[src/rtl/bacs_pkg.sv]
// Shared types, constants and helper functions for the butterfly ACS engine.
package bacs_pkg;

    localparam int K_DEF   = 3;
    localparam int W_DEF   = 8;
    localparam int BMW_DEF = 2;
    localparam int S_DEF   = 1 << (K_DEF - 1);

    localparam logic [K_DEF-1:0] G0_DEF = 3'b111;
    localparam logic [K_DEF-1:0] G1_DEF = 3'b101;

    // Unreachable-path marker for the default metric width.
    localparam int unsigned PM_INF = (32'd1 << W_DEF) - 32'd1;

    typedef logic [K_DEF-2:0] state_idx_t;
    typedef logic [1:0]       label_t;
    typedef logic [((S_DEF / 2 > 1) ? $clog2(S_DEF / 2) : 1)-1:0] bfly_idx_t;

    typedef enum logic [1:0] {
        ST_IDLE = 2'd0,
        ST_RUN  = 2'd1,
        ST_DONE = 2'd2
    } fsm_t;

    // Saturation value (sticky infinity) for a metric of width w.
    function automatic int unsigned pm_inf(input int w);
        return (32'd1 << w) - 32'd1;
    endfunction

    // Encoder output label {c0,c1} for register contents r = {u, old_state}.
    function automatic label_t enc_label(input int unsigned r,
                                         input int unsigned g0,
                                         input int unsigned g1);
        return {^(r & g0), ^(r & g1)};
    endfunction

    // Normalise-add with sticky infinity; 32-bit intermediate cannot overflow.
    function automatic int unsigned sat_add(input int unsigned pm,
                                            input int unsigned norm,
                                            input int unsigned bm,
                                            input int unsigned inf);
        int unsigned s;
        if (pm == inf) begin
            return inf;
        end
        s = pm - norm + bm;
        return (s > inf) ? inf : s;
    endfunction

    // Old state feeding butterfly j on path b (0 = a, 1 = b).
    function automatic int unsigned pred_idx(input int unsigned j,
                                             input int unsigned b);
        return 2 * j + b;
    endfunction

    // New state produced by butterfly j for input bit u in an S-state trellis.
    function automatic int unsigned succ_idx(input int unsigned j,
                                             input int unsigned u,
                                             input int unsigned s);
        return j + u * (s / 2);
    endfunction

endpackage

[src/rtl/bacs_if.sv]
// Branch-metric input handshake and decision/metric output bundle.
interface bacs_if
    import bacs_pkg::*;
#(
    parameter int K   = K_DEF,
    parameter int W   = W_DEF,
    parameter int BMW = BMW_DEF
) ();
    logic                      bm_valid;
    logic                      bm_ready;
    logic [4*BMW-1:0]          bm;
    logic                      dec_valid;
    logic [(1 << (K-1))-1:0]   dec;
    logic [K-2:0]              best_state;
    logic [W-1:0]              best_metric;
    logic                      busy;

    modport master (
        output bm_valid, bm,
        input  bm_ready, dec_valid, dec, best_state, best_metric, busy
    );

    modport slave (
        input  bm_valid, bm,
        output bm_ready, dec_valid, dec, best_state, best_metric, busy
    );
endinterface

[src/rtl/bacs_cell.sv]
// Combinational normalise-add-saturate-compare-select for one new state.
module bacs_cell
    import bacs_pkg::*;
#(
    parameter int W   = W_DEF,
    parameter int BMW = BMW_DEF
) (
    input  logic [W-1:0]   i_pm_a,
    input  logic [W-1:0]   i_pm_b,
    input  logic [W-1:0]   i_norm,
    input  logic [BMW-1:0] i_bm_a,
    input  logic [BMW-1:0] i_bm_b,
    output logic [W-1:0]   o_pm,
    output logic           o_dec
);
    localparam int unsigned INF = pm_inf(W);

    logic [W-1:0] w_sum_a;
    logic [W-1:0] w_sum_b;

    assign w_sum_a = W'(sat_add(32'(i_pm_a), 32'(i_norm), 32'(i_bm_a), INF));
    assign w_sum_b = W'(sat_add(32'(i_pm_b), 32'(i_norm), 32'(i_bm_b), INF));

    // Ties resolve to path a (decision 0).
    assign o_dec = (w_sum_b < w_sum_a);
    assign o_pm  = o_dec ? w_sum_b : w_sum_a;
endmodule

[src/rtl/bacs_engine.sv]
// Time-multiplexed ACS engine: one butterfly per cycle over all trellis states.
module bacs_engine
    import bacs_pkg::*;
#(
    parameter int             K   = K_DEF,
    parameter int             W   = W_DEF,
    parameter int             BMW = BMW_DEF,
    parameter logic [K-1:0]   G0  = G0_DEF,
    parameter logic [K-1:0]   G1  = G1_DEF
) (
    input  logic  clock,
    input  logic  reset,
    input  logic  i_init,
    bacs_if.slave bus
);
    localparam int S  = 1 << (K - 1);
    localparam int H  = S / 2;
    localparam int SW = K - 1;
    localparam int JW = (H > 1) ? $clog2(H) : 1;
    localparam logic [W-1:0] PM_MAX = W'(pm_inf(W));

    fsm_t             r_state, w_next;
    logic [JW-1:0]    r_j;
    logic [4*BMW-1:0] r_bm;
    logic [W-1:0]     r_pm [2][S];
    logic             r_bank;
    logic [W-1:0]     r_norm;
    logic [S-1:0]     r_dec_acc, r_dec;
    logic [W-1:0]     r_min, r_best_metric;
    logic [SW-1:0]    r_min_idx, r_best_state;

    logic             w_accept, w_last;
    logic [SW-1:0]    w_old_a, w_old_b, w_new0, w_new1;
    label_t           w_lab_a0, w_lab_b0, w_lab_a1, w_lab_b1;
    logic [W-1:0]     w_pm0, w_pm1;
    logic             w_d0, w_d1;
    logic [S-1:0]     w_dec_nxt;
    logic [W-1:0]     w_min;
    logic [SW-1:0]    w_min_idx;

    assign w_accept = (r_state == ST_IDLE) && bus.bm_valid && !i_init;
    assign w_last   = (r_j == JW'(H - 1));

    assign w_old_a  = SW'(pred_idx(32'(r_j), 0));
    assign w_old_b  = SW'(pred_idx(32'(r_j), 1));
    assign w_new0   = SW'(succ_idx(32'(r_j), 0, S));
    assign w_new1   = SW'(succ_idx(32'(r_j), 1, S));

    assign w_lab_a0 = enc_label(32'(w_old_a), 32'(G0), 32'(G1));
    assign w_lab_b0 = enc_label(32'(w_old_b), 32'(G0), 32'(G1));
    assign w_lab_a1 = enc_label(32'(w_old_a) | (32'd1 << (K - 1)), 32'(G0), 32'(G1));
    assign w_lab_b1 = enc_label(32'(w_old_b) | (32'd1 << (K - 1)), 32'(G0), 32'(G1));

    bacs_cell #(.W(W), .BMW(BMW)) u_cell_lo (
        .i_pm_a (r_pm[r_bank][w_old_a]),
        .i_pm_b (r_pm[r_bank][w_old_b]),
        .i_norm (r_norm),
        .i_bm_a (r_bm[BMW*w_lab_a0 +: BMW]),
        .i_bm_b (r_bm[BMW*w_lab_b0 +: BMW]),
        .o_pm   (w_pm0),
        .o_dec  (w_d0)
    );

    bacs_cell #(.W(W), .BMW(BMW)) u_cell_hi (
        .i_pm_a (r_pm[r_bank][w_old_a]),
        .i_pm_b (r_pm[r_bank][w_old_b]),
        .i_norm (r_norm),
        .i_bm_a (r_bm[BMW*w_lab_a1 +: BMW]),
        .i_bm_b (r_bm[BMW*w_lab_b1 +: BMW]),
        .o_pm   (w_pm1),
        .o_dec  (w_d1)
    );

    assign bus.bm_ready    = (r_state == ST_IDLE);
    assign bus.busy        = (r_state != ST_IDLE);
    assign bus.dec_valid   = (r_state == ST_DONE) && !i_init;
    assign bus.dec         = r_dec;
    assign bus.best_state  = r_best_state;
    assign bus.best_metric = r_best_metric;

    // Running minimum over this step's outputs; equal metrics keep the lower state index.
    always_comb begin
        w_min     = (r_j == '0) ? PM_MAX : r_min;
        w_min_idx = (r_j == '0) ? {SW{1'b1}} : r_min_idx;
        if ((w_pm0 < w_min) || ((w_pm0 == w_min) && (w_new0 < w_min_idx))) begin
            w_min     = w_pm0;
            w_min_idx = w_new0;
        end
        if ((w_pm1 < w_min) || ((w_pm1 == w_min) && (w_new1 < w_min_idx))) begin
            w_min     = w_pm1;
            w_min_idx = w_new1;
        end
    end

    // Decision word accumulation, restarted on the first butterfly of a step.
    always_comb begin
        w_dec_nxt         = (r_j == '0) ? '0 : r_dec_acc;
        w_dec_nxt[w_new0] = w_d0;
        w_dec_nxt[w_new1] = w_d1;
    end

    // Step sequencing: accept, sweep butterflies, publish; init forces IDLE.
    always_comb begin
        w_next = r_state;
        case (r_state)
            ST_IDLE: if (bus.bm_valid) w_next = ST_RUN;
            ST_RUN:  if (w_last) w_next = ST_DONE;
            ST_DONE: w_next = ST_IDLE;
            default: w_next = ST_IDLE;
        endcase
        if (i_init) begin
            w_next = ST_IDLE;
        end
    end

    // FSM state register.
    always_ff @(posedge clock or posedge reset) begin
        if (reset) begin
            r_state <= ST_IDLE;
        end else begin
            r_state <= w_next;
        end
    end

    // Metric banks, butterfly counter, normaliser and published results.
    always_ff @(posedge clock or posedge reset) begin
        if (reset) begin
            for (int b = 0; b < 2; b++) begin
                for (int i = 0; i < S; i++) begin
                    r_pm[b][i] <= (i == 0) ? '0 : PM_MAX;
                end
            end
            r_bank        <= 1'b0;
            r_norm        <= '0;
            r_j           <= '0;
            r_bm          <= '0;
            r_dec_acc     <= '0;
            r_min         <= '0;
            r_min_idx     <= '0;
            r_dec         <= '0;
            r_best_state  <= '0;
            r_best_metric <= '0;
        end else if (i_init) begin
            for (int i = 0; i < S; i++) begin
                r_pm[0][i] <= (i == 0) ? '0 : PM_MAX;
            end
            r_bank        <= 1'b0;
            r_norm        <= '0;
            r_j           <= '0;
            r_dec         <= '0;
            r_best_state  <= '0;
            r_best_metric <= '0;
        end else begin
            if (w_accept) begin
                r_bm <= bus.bm;
                r_j  <= '0;
            end
            if (r_state == ST_RUN) begin
                r_pm[~r_bank][w_new0] <= w_pm0;
                r_pm[~r_bank][w_new1] <= w_pm1;
                r_dec_acc             <= w_dec_nxt;
                r_min                 <= w_min;
                r_min_idx             <= w_min_idx;
                r_j                   <= r_j + JW'(1);
                if (w_last) begin
                    r_dec         <= w_dec_nxt;
                    r_best_state  <= w_min_idx;
                    r_best_metric <= w_min;
                end
            end
            if (r_state == ST_DONE) begin
                r_bank <= ~r_bank;
                r_norm <= r_best_metric;
            end
        end
    end
endmodule
[src/flat_wrapper.sv]
// flat-port wrapper written by rule: the top's interface ports become plain ports
module bacs_engine_flat import bacs_pkg::*;
#(
    parameter int             K   = K_DEF,
    parameter int             W   = W_DEF,
    parameter int             BMW = BMW_DEF,
    parameter logic [K-1:0]   G0  = G0_DEF,
    parameter logic [K-1:0]   G1  = G1_DEF
)
  (clock, reset, i_init, bus_bm_valid, bus_bm, bus_bm_ready, bus_dec_valid, bus_dec, bus_best_state, bus_best_metric, bus_busy);
  bacs_if #(.K(K), .W(W), .BMW(BMW)) bus_i ();
  input  logic clock;
  input  logic reset;
  input  logic i_init;
  input wire logic [$bits(bus_i.bm_valid)-1:0] bus_bm_valid;
  input wire logic [$bits(bus_i.bm)-1:0] bus_bm;
  output wire logic [$bits(bus_i.bm_ready)-1:0] bus_bm_ready;
  output wire logic [$bits(bus_i.dec_valid)-1:0] bus_dec_valid;
  output wire logic [$bits(bus_i.dec)-1:0] bus_dec;
  output wire logic [$bits(bus_i.best_state)-1:0] bus_best_state;
  output wire logic [$bits(bus_i.best_metric)-1:0] bus_best_metric;
  output wire logic [$bits(bus_i.busy)-1:0] bus_busy;
  assign bus_i.bm_valid = bus_bm_valid;
  assign bus_i.bm = bus_bm;
  assign bus_bm_ready = bus_i.bm_ready;
  assign bus_dec_valid = bus_i.dec_valid;
  assign bus_dec = bus_i.dec;
  assign bus_best_state = bus_i.best_state;
  assign bus_best_metric = bus_i.best_metric;
  assign bus_busy = bus_i.busy;
  bacs_engine #(.K(K), .W(W), .BMW(BMW), .G0(G0), .G1(G1)) u_core (.clock(clock), .reset(reset), .i_init(i_init), .bus(bus_i));
endmodule
[config.mk]
export PLATFORM = sky130hd
export DESIGN_NAME = bacs_engine_flat
export DESIGN_NICKNAME = d
export VERILOG_FILES = /design/src/rtl/bacs_pkg.sv /design/src/rtl/bacs_if.sv /design/src/rtl/bacs_cell.sv /design/src/rtl/bacs_engine.sv /design/src/flat_wrapper.sv
export SDC_FILE = /design/constraint.sdc
export NUM_CORES = 1
export LEC_CHECK = 0
export CAP_MARGIN = 20
export CELL_PAD_IN_SITES_DETAIL_PLACEMENT = 1
export CELL_PAD_IN_SITES_GLOBAL_PLACEMENT = 2
export CORE_MARGIN = 3
export CORE_UTILIZATION = 44
export CTS_BUF_LIST = sky130_fd_sc_hd__clkbuf_16
export DETAILED_ROUTE_END_ITERATION = 8
export PLACE_DENSITY = 0.95
export SLEW_MARGIN = 20
export SYNTH_ARGS = -nofsm -noshare
export SYNTH_HDL_FRONTEND = slang
export SYNTH_HIERARCHICAL = 1
export SYNTH_SLANG_ARGS = --single-unit
[constraint.sdc]
create_clock -name clock -period 13.3 [get_ports clock]
set_input_delay 2.66 -clock clock [delete_from_list [all_inputs] [get_ports clock]]
set_output_delay 2.66 -clock clock [all_outputs]
set_load 0.03 [all_outputs]
==> flow_summary_export.csv, run 1 <==
group,metric,value,unit
status,status,"finished clean",
critical_path,crit_buf_inv,4,
logic_synthesis,synth-simple-area-share,14.0,%
clock_tree,post_cts_buffers,0,
floorplan,initial_core_util,45.7,%
power_and_ir_drop,leakage,3.67,nW
critical_path,worst_setup_path_end_kind,"flop",
power_and_ir_drop,p_total,2.12,mW
sta,min_period,10.43,ns
sta,setup_tns,0,ns
clock_tree,cts.sinks,110,
critical_path,start_kind,"flop",
critical_path,cp.required,13.49,ns
logic_synthesis,seq_area_frac_synth,33.4,%
sta,fmax,0.0959,GHz
critical_path,crit_path_top_delay_cell,"dfrtp_1",
logic_synthesis,synth_fa_ha_area_share,12.6,%
detailed_routing,drt_pass1_iterations,5,
sta,period_share,78.4,%
logic_synthesis,synth_commonest_cells,"nor2_1 (73), ha_1 (72), a21oi_1 (62), dfrtp_1 (62), inv_1 (62)",
sta,setup_violations,0,
logic_synthesis,synth_area_leader_cell,"dfrtp_1",
sta,skew,0.00793,ns
critical_path,r2r_start,"u_core/r_bank",
global_route,grt_pass1_wl,41000,µm
critical_path,critPathLaunch,"u_core/r_bank",
sta,tightest_slew,1.10,ns
detailed_routing,route.vias.total,6971,
detailed_routing,wirelength,26000,µm
critical_path,cpMostUsedCell,"ha_1",
layout,fin_area,0.00931,mm²
clock_tree,cts_resized,0,
clock_tree,cts_made_buffers,9,
sta,rsz0062_at_grt,"false",
clock_tree,clk_pin_slew,0.07,ns
detailed_routing,drtIter0Drc,412,
detailed_routing,ant_nets,0,
logic_synthesis,synth_cell_types,81,
logic_synthesis,synthesis.area,0.00841,mm²
critical_path,path_max_fanout,17,
logic_synthesis,synth_mux_area_share,10.9,%
placement,gp_congestion,0.892,
global_route,antenna_found_initial,0,
logic_synthesis,async_flop_share,100,%
sta,hold_viol,0,
critical_path,critPathArrivalTime,10.61,ns
logic_synthesis,synth_top_family_by_area,"compound AO/OA/AOI/OAI gates",
logic_synthesis,synth_compound_area_share,20.7,%
logic_synthesis,synth_nets,939,
floorplan,dieHeight,144,µm
sta,slew_headroom,26.5,%
layout,n_antenna_cell,0,
critical_path,reg2regPathDepth,32,
placement,port_buffers,28,
floorplan,die_w,144,µm
logic_synthesis,ys_top_cells_by_area,"dfrtp_1 (18%), dfstp_2 (15%), ha_1 (11%)",
floorplan,rows,49,
clock_tree,cts_max_level,3,
logic_synthesis,yosys_register_bits,110,
floorplan,fp.dieArea,0.0208,mm²
critical_path,rr_endpoint,"u_core/r_min[5]",
floorplan,core,0.0184,mm²
layout,syn_to_final_growth,10.7,%
critical_path,cpPeakStageDelay,0.80,ns
layout,drive_above_1_share,19.8,%
critical_path,path_class,"reg2reg",
critical_path,crit_family,"compound AO/OA/AOI/OAI gates",
global_route,first_global_vias,7313,
detailed_routing,wl_met3,1090,µm
logic_synthesis,synth_top_area_share,18.4,%
global_route,grt_start_max_net_pins,80,
logic_synthesis,synth.avg_cell_area,9.93,µm²
detailed_routing,avgRoutedWirePerCell,23.4,µm
power_and_ir_drop,vdd_drop_max,0.266,mV
logic_synthesis,synthCells,847,
detailed_routing,drc,0,
global_route,grt_overflow,0,
min_path,min_path_type,"reg2reg",
global_route,grt_use_total,25.7,%
critical_path,rrSetupSlack,2.87,ns
logic_synthesis,yosys.area_share.xor_xnor,4.06,%
clock_tree,cts_tree,"yes",
sta,fin_ws,2.87,ns
logic_synthesis,synth_edf_count,0,
placement,dpl_cell_area,0.00899,mm²
placement,hpwl,19900,µm
layout,final_net_count,971,
flow_run,drv_cap,0,
clock_tree,cts_hold_buf,0,
power_and_ir_drop,p_per_area,228,mW/mm²
detailed_routing,route.met2.wl,12900,µm
detailed_routing,routedLengthMet1,11500,µm
logic_synthesis,ys_warn_count,6,
detailed_routing,via_per_inst,6.26,
clock_tree,clockRootBuffer,"clkbuf_16",
sta,fin_hold_ws,0.506,ns
critical_path,crit_cells,32,
clock_tree,cts.path.max_buffers,2,
floorplan,io-pin-count,29,
placement,dp_slack,3.20,ns
detailed_routing,top_layer,"met4",
logic_synthesis,ys.flop_type,"dfrtp_1",
clock_tree,worstSkewPairLatency,0.36,ns
critical_path,crit_end,"u_core/r_min[5]",
sta,slew_viol_final,0,
logic_synthesis,synth_most_common_cell,"nor2_1",
-- worst reg2reg max path, delay by kind of cell, from the launching register on --
| family | cells | cell delay, ns |
|---|---|---|
| adder cells (fa/ha/maj) | 6 | 2.25 |
| AND/OR/NAND/NOR | 9 | 2.28 |
| multiplexers | 1 | 0.58 |
| flip-flops | 1 | 0.80 |
| AO/OA/AOI/OAI | 12 | 3.76 |
| buffers and inverters | 4 | 0.61 |
-- state kept, by name (all words and copies together) (netlist names) --
register	cells
u_core/bus.best_metric	8
u_core/r_bm	8
u_core/r_j	1
u_core/r_norm	8
u_core/bus.best_state	2
u_core/r_pm	64
u_core/r_state	2
u_core/bus.dec	4
u_core/r_dec_acc	2
u_core/r_bank	1
u_core/r_min	8
u_core/r_min_idx	2
-- power by group --
| group | internal [mW] | leakage (nW) | switching [mW] |
|---|---|---|---|
| logic | 0.487 | 2.23 | 0.858 |
| registers | 0.434 | 1.28 | 0.0502 |
| clock network | 0.166 | 0.155 | 0.129 |
| total | 1.09 | 3.67 | 1.04 |
-- worst min-delay path by stage --
| stage | from | to | slack (ns) | cells after the start |
|---|---|---|---|---|
| after floorplan | u_core/r_pm[56] | u_core/r_pm[56] | 0.45 | 2 |
| after global placement | u_core/r_pm[56] | u_core/r_pm[56] | 0.46 | 2 |
| after detailed placement | u_core/bus.dec[3] | u_core/bus.dec[3] | 0.48 | 1 |
| after CTS | u_core/r_pm[58] | u_core/r_pm[58] | 0.51 | 1 |
| after global routing | u_core/r_pm[53] | u_core/r_pm[53] | 0.53 | 1 |
| final | u_core/r_pm[58] | u_core/r_pm[58] | 0.51 | 1 |
-- placed cells by master (no fill, tap or decap), types with 20 or more instances in the layout --
cell type	instances
clkdlybuf4s50_1	28
mux2_2	47
a21oi_1	62
o22a_1	24
inv_1	62
ha_1	72
dfstp_2	48
dfrtp_1	62
nor2_1	73
nand2_1	55
xnor2_1	20
-- routing by layer --
layer	track usage [%]	vias to the layer above
met4	6.97	0
li1	-	3196
met5	0	-
met3	4.10	41
met2	43.9	171
met1	34.1	3563
-- cell families (layout without fill, tap and decap cells) --
kind of cell             Yosys count  after routing
AO/OA/AOI/OAI                    232            232
adder cells (fa/ha/maj)           80             80
buffers and inverters             87            124
multiplexers                      66             66
AND/OR/NAND/NOR                  233            233
flip-flops                       110            110
XOR/XNOR                          39             39
-- metrics by stage --
stage	instances	utilization, %
2_1_floorplan	847	-
3_3_place_gp	1097	48.9
3_5_place_dp	1097	48.9
4_1_cts	1113	50.6
5_1_grt	1113	50.6
6_report	1113	50.6
-- final cells by class --
class / instances / area (µm²)
timing repair buffer: 46 / 415
sequential: 110 / 2810
fill: 2056 / 9080
inverter: 62 / 235
clock inverter: 7 / 98.8
clock buffer: 9 / 225
tap: 229 / 287
multi-input combinational: 650 / 5240
No activity file was read; power rests on OpenSTA's default activity.
==> run 2: changes to the inputs <==
--- a/config.mk
+++ b/config.mk
@@ -9,10 +9,10 @@
 export CELL_PAD_IN_SITES_DETAIL_PLACEMENT = 1
 export CELL_PAD_IN_SITES_GLOBAL_PLACEMENT = 2
 export CORE_MARGIN = 3
-export CORE_UTILIZATION = 44
+export CORE_UTILIZATION = 37
 export CTS_BUF_LIST = sky130_fd_sc_hd__clkbuf_16
 export DETAILED_ROUTE_END_ITERATION = 8
-export PLACE_DENSITY = 0.95
+export PLACE_DENSITY = 0.88
 export SLEW_MARGIN = 20
 export SYNTH_ARGS = -nofsm -noshare
 export SYNTH_HDL_FRONTEND = slang
==> constraint.sdc (replaced) <==
create_clock -name clock -period 9.1 [get_ports clock]
set_input_delay 1.82 -clock clock [delete_from_list [all_inputs] [get_ports clock]]
set_output_delay 1.82 -clock clock [all_outputs]
set_load 0.03 [all_outputs]
==> flow_summary_export.csv, run 2 (synthesis gave the netlist of run 1 again) <==
group,metric,value,unit
detailed_routing,drt_pass1_iterations,5,
critical_path,rrSetupSlack,0.46,ns
critical_path,path_max_fanout,11,
global_route,grt_use_total,21.3,%
placement,dp_slack,-0.247,ns
clock_tree,cts_made_buffers,9,
critical_path,crit_family,"compound AO/OA/AOI/OAI gates",
critical_path,r2r_start,"u_core/r_bank",
floorplan,dieHeight,157,µm
global_route,grt.busiest_layer,"met2",
min_path,min_path_type,"reg2reg",
critical_path,cp.required,9.28,ns
detailed_routing,ant_nets,0,
status,status,"finished clean",
critical_path,cpPeakStageDelay,0.58,ns
placement,port_buffers,28,
global_route,grt_pass1_wl,40900,µm
critical_path,critPathLaunch,"u_core/r_bank",
power_and_ir_drop,leakage,3.78,nW
sta,fmax,0.116,GHz
clock_tree,clk_pin_slew,0.09,ns
floorplan,rows,54,
power_and_ir_drop,switchingPower,1.61,mW
detailed_routing,avgRoutedWirePerCell,22.5,µm
detailed_routing,route.vias.total,7029,
critical_path,rr_endpoint,"u_core/r_min[5]",
detailed_routing,drtIter0Drc,345,
floorplan,fp.dieArea,0.0246,mm²
critical_path,crit_cells,33,
power_and_ir_drop,p_total,3.30,mW
global_route,antenna_found_initial,0,
placement,dp_cells,1157,
critical_path,crit_path_top_delay_cell,"mux4_2",
power_and_ir_drop,power_frac_clock,13.4,%
power_and_ir_drop,vdd_drop_max,0.248,mV
global_route,grtUsageMet2,36.2,%
critical_path,worst_setup_path_end_kind,"flop",
global_route,first_global_vias,7272,
global_route,grt_use_met3,1.96,%
global_route,grt_start_max_net_pins,70,
flow_run,drv_cap,0,
layout,drive_above_1_share,23.8,%
placement,gp_congestion,0.923,
floorplan,io-pin-count,29,
critical_path,crit_buf_inv,4,
layout,top_register,"u_core/r_pm",
power_and_ir_drop,pwr-share-comb,65.3,%
sta,slew_viol_final,0,
clock_tree,cts.path.max_buffers,2,
detailed_routing,wirelength,26500,µm
floorplan,die_w,157,µm
critical_path,critPathArrivalTime,8.81,ns
critical_path,cpMostUsedCell,"ha_1",
detailed_routing,via_per_inst,5.98,
critical_path,start_kind,"flop",
detailed_routing,drc,0,
sta,tightest_slew,0.925,ns
critical_path,reg2regPathDepth,33,
power_and_ir_drop,power_frac_seq,21.3,%
clock_tree,worstSkewPairLatency,0.35,ns
sta,skew,0.0137,ns
clock_tree,cts_tree,"yes",
layout,syn_to_final_growth,15.0,%
clock_tree,cts.sinks,110,
layout,largest_register_ffs,64,
sta,fin_ws,0.463,ns
power_and_ir_drop,p_int,1.70,mW
layout,layout_common_cells,"nor2_1 (71), ha_1 (71), dfrtp_1 (62)",
layout,n_antenna_cell,0,
sta,period_share,94.9,%
critical_path,crit_end,"u_core/r_min[5]",
power_and_ir_drop,swShare,48.7,%
sta,setup_tns,0,ns
layout,final_net_count,983,
layout,final_cells,1176,
critical_path,path_class,"reg2reg",
sta,min_period,8.64,ns
sta,hold_viol,0,
layout,utilization,43.8,%
clock_tree,clockRootBuffer,"clkbuf_16",
floorplan,initial_core_util,38.1,%
floorplan,core,0.0221,mm²
clock_tree,cts_max_level,3,
placement,hpwl,20200,µm
sta,setup_violations,0,
global_route,grt_overflow,0,
global_route,use_met1,28.2,%
sta,slew_headroom,38.0,%
power_and_ir_drop,p_per_area,341,mW/mm²
-- run 2: cell types whose count changed in the layout (fill, tap and decap cells not counted), moves of 4 or more --
cell / change
a211oi_1: -4
a2bb2oi_4: +4
buf_4: +11
a2bb2oi_1: -5
a211oi_2: +4
-- run 2: worst min path at each step --
stage	cells past startpoint	startpoint	to
final	2	u_core/bus.best_state[0]	u_core/bus.best_state[0]
after global routing	1	u_core/bus.dec[1]	u_core/bus.dec[1]
after CTS	1	u_core/r_pm[62]	u_core/r_pm[62]
after detailed placement	2	u_core/bus.best_state[0]	u_core/bus.best_state[0]
after global placement	2	u_core/r_pm[56]	u_core/r_pm[56]
after floorplan	2	u_core/r_pm[56]	u_core/r_pm[56]
-- run 2: per-stage QoR --
step           hold WS (ns)  instance area (µm²)
6_report              0.502                 9670
5_1_grt               0.521                 9670
4_1_cts               0.511                 9500
3_5_place_dp          0.481                 9120
3_3_place_gp          0.468                 9120
2_1_floorplan         0.445                 8410
-- run 2: timing repair --
item | in CTS | in global routing
hold buffers | 0 | 0
endpoints found under the setup margin | 20 | 20
gates resized for setup | 7 | 28
setup buffers | 0 | 3
pin swaps | 0 | 4
gates cloned | 0 | 0
-- run 2: layout make-up --
type	count	area, µm²
Fill cell	2436	12400
Multi-Input combinational cell	650	5420
Sequential cell	110	2810
Timing Repair Buffer	58	509
Tap cell	280	350
Inverter	62	235
Clock buffer	9	225
Clock inverter	7	114
-- run 2: metal layers --
layer	up-vias	part of all wire (%)
met2	115	49
li1	3233	-
met3	43	2.8
met4	0	3.5
met1	3638	44
met5	-	0
-- run 2: tightest hold or removal path, cell delays in order, from the launching register on --
cell and delay (ns):
dfrtp_1 0.35, nand2_1 0.05, o21ai_0 0.07
-- run 2: power by group through the flow --
stage	Sequential (mW)	Combinational, mW	Clock [mW]
finish	0.704	2.15	0.443
global route	0.717	2.34	0.472
CTS	0.703	1.98	0.453
detailed placement	0.709	1.93	0
global placement	0.702	1.89	0
floorplan	0.695	1.34	0
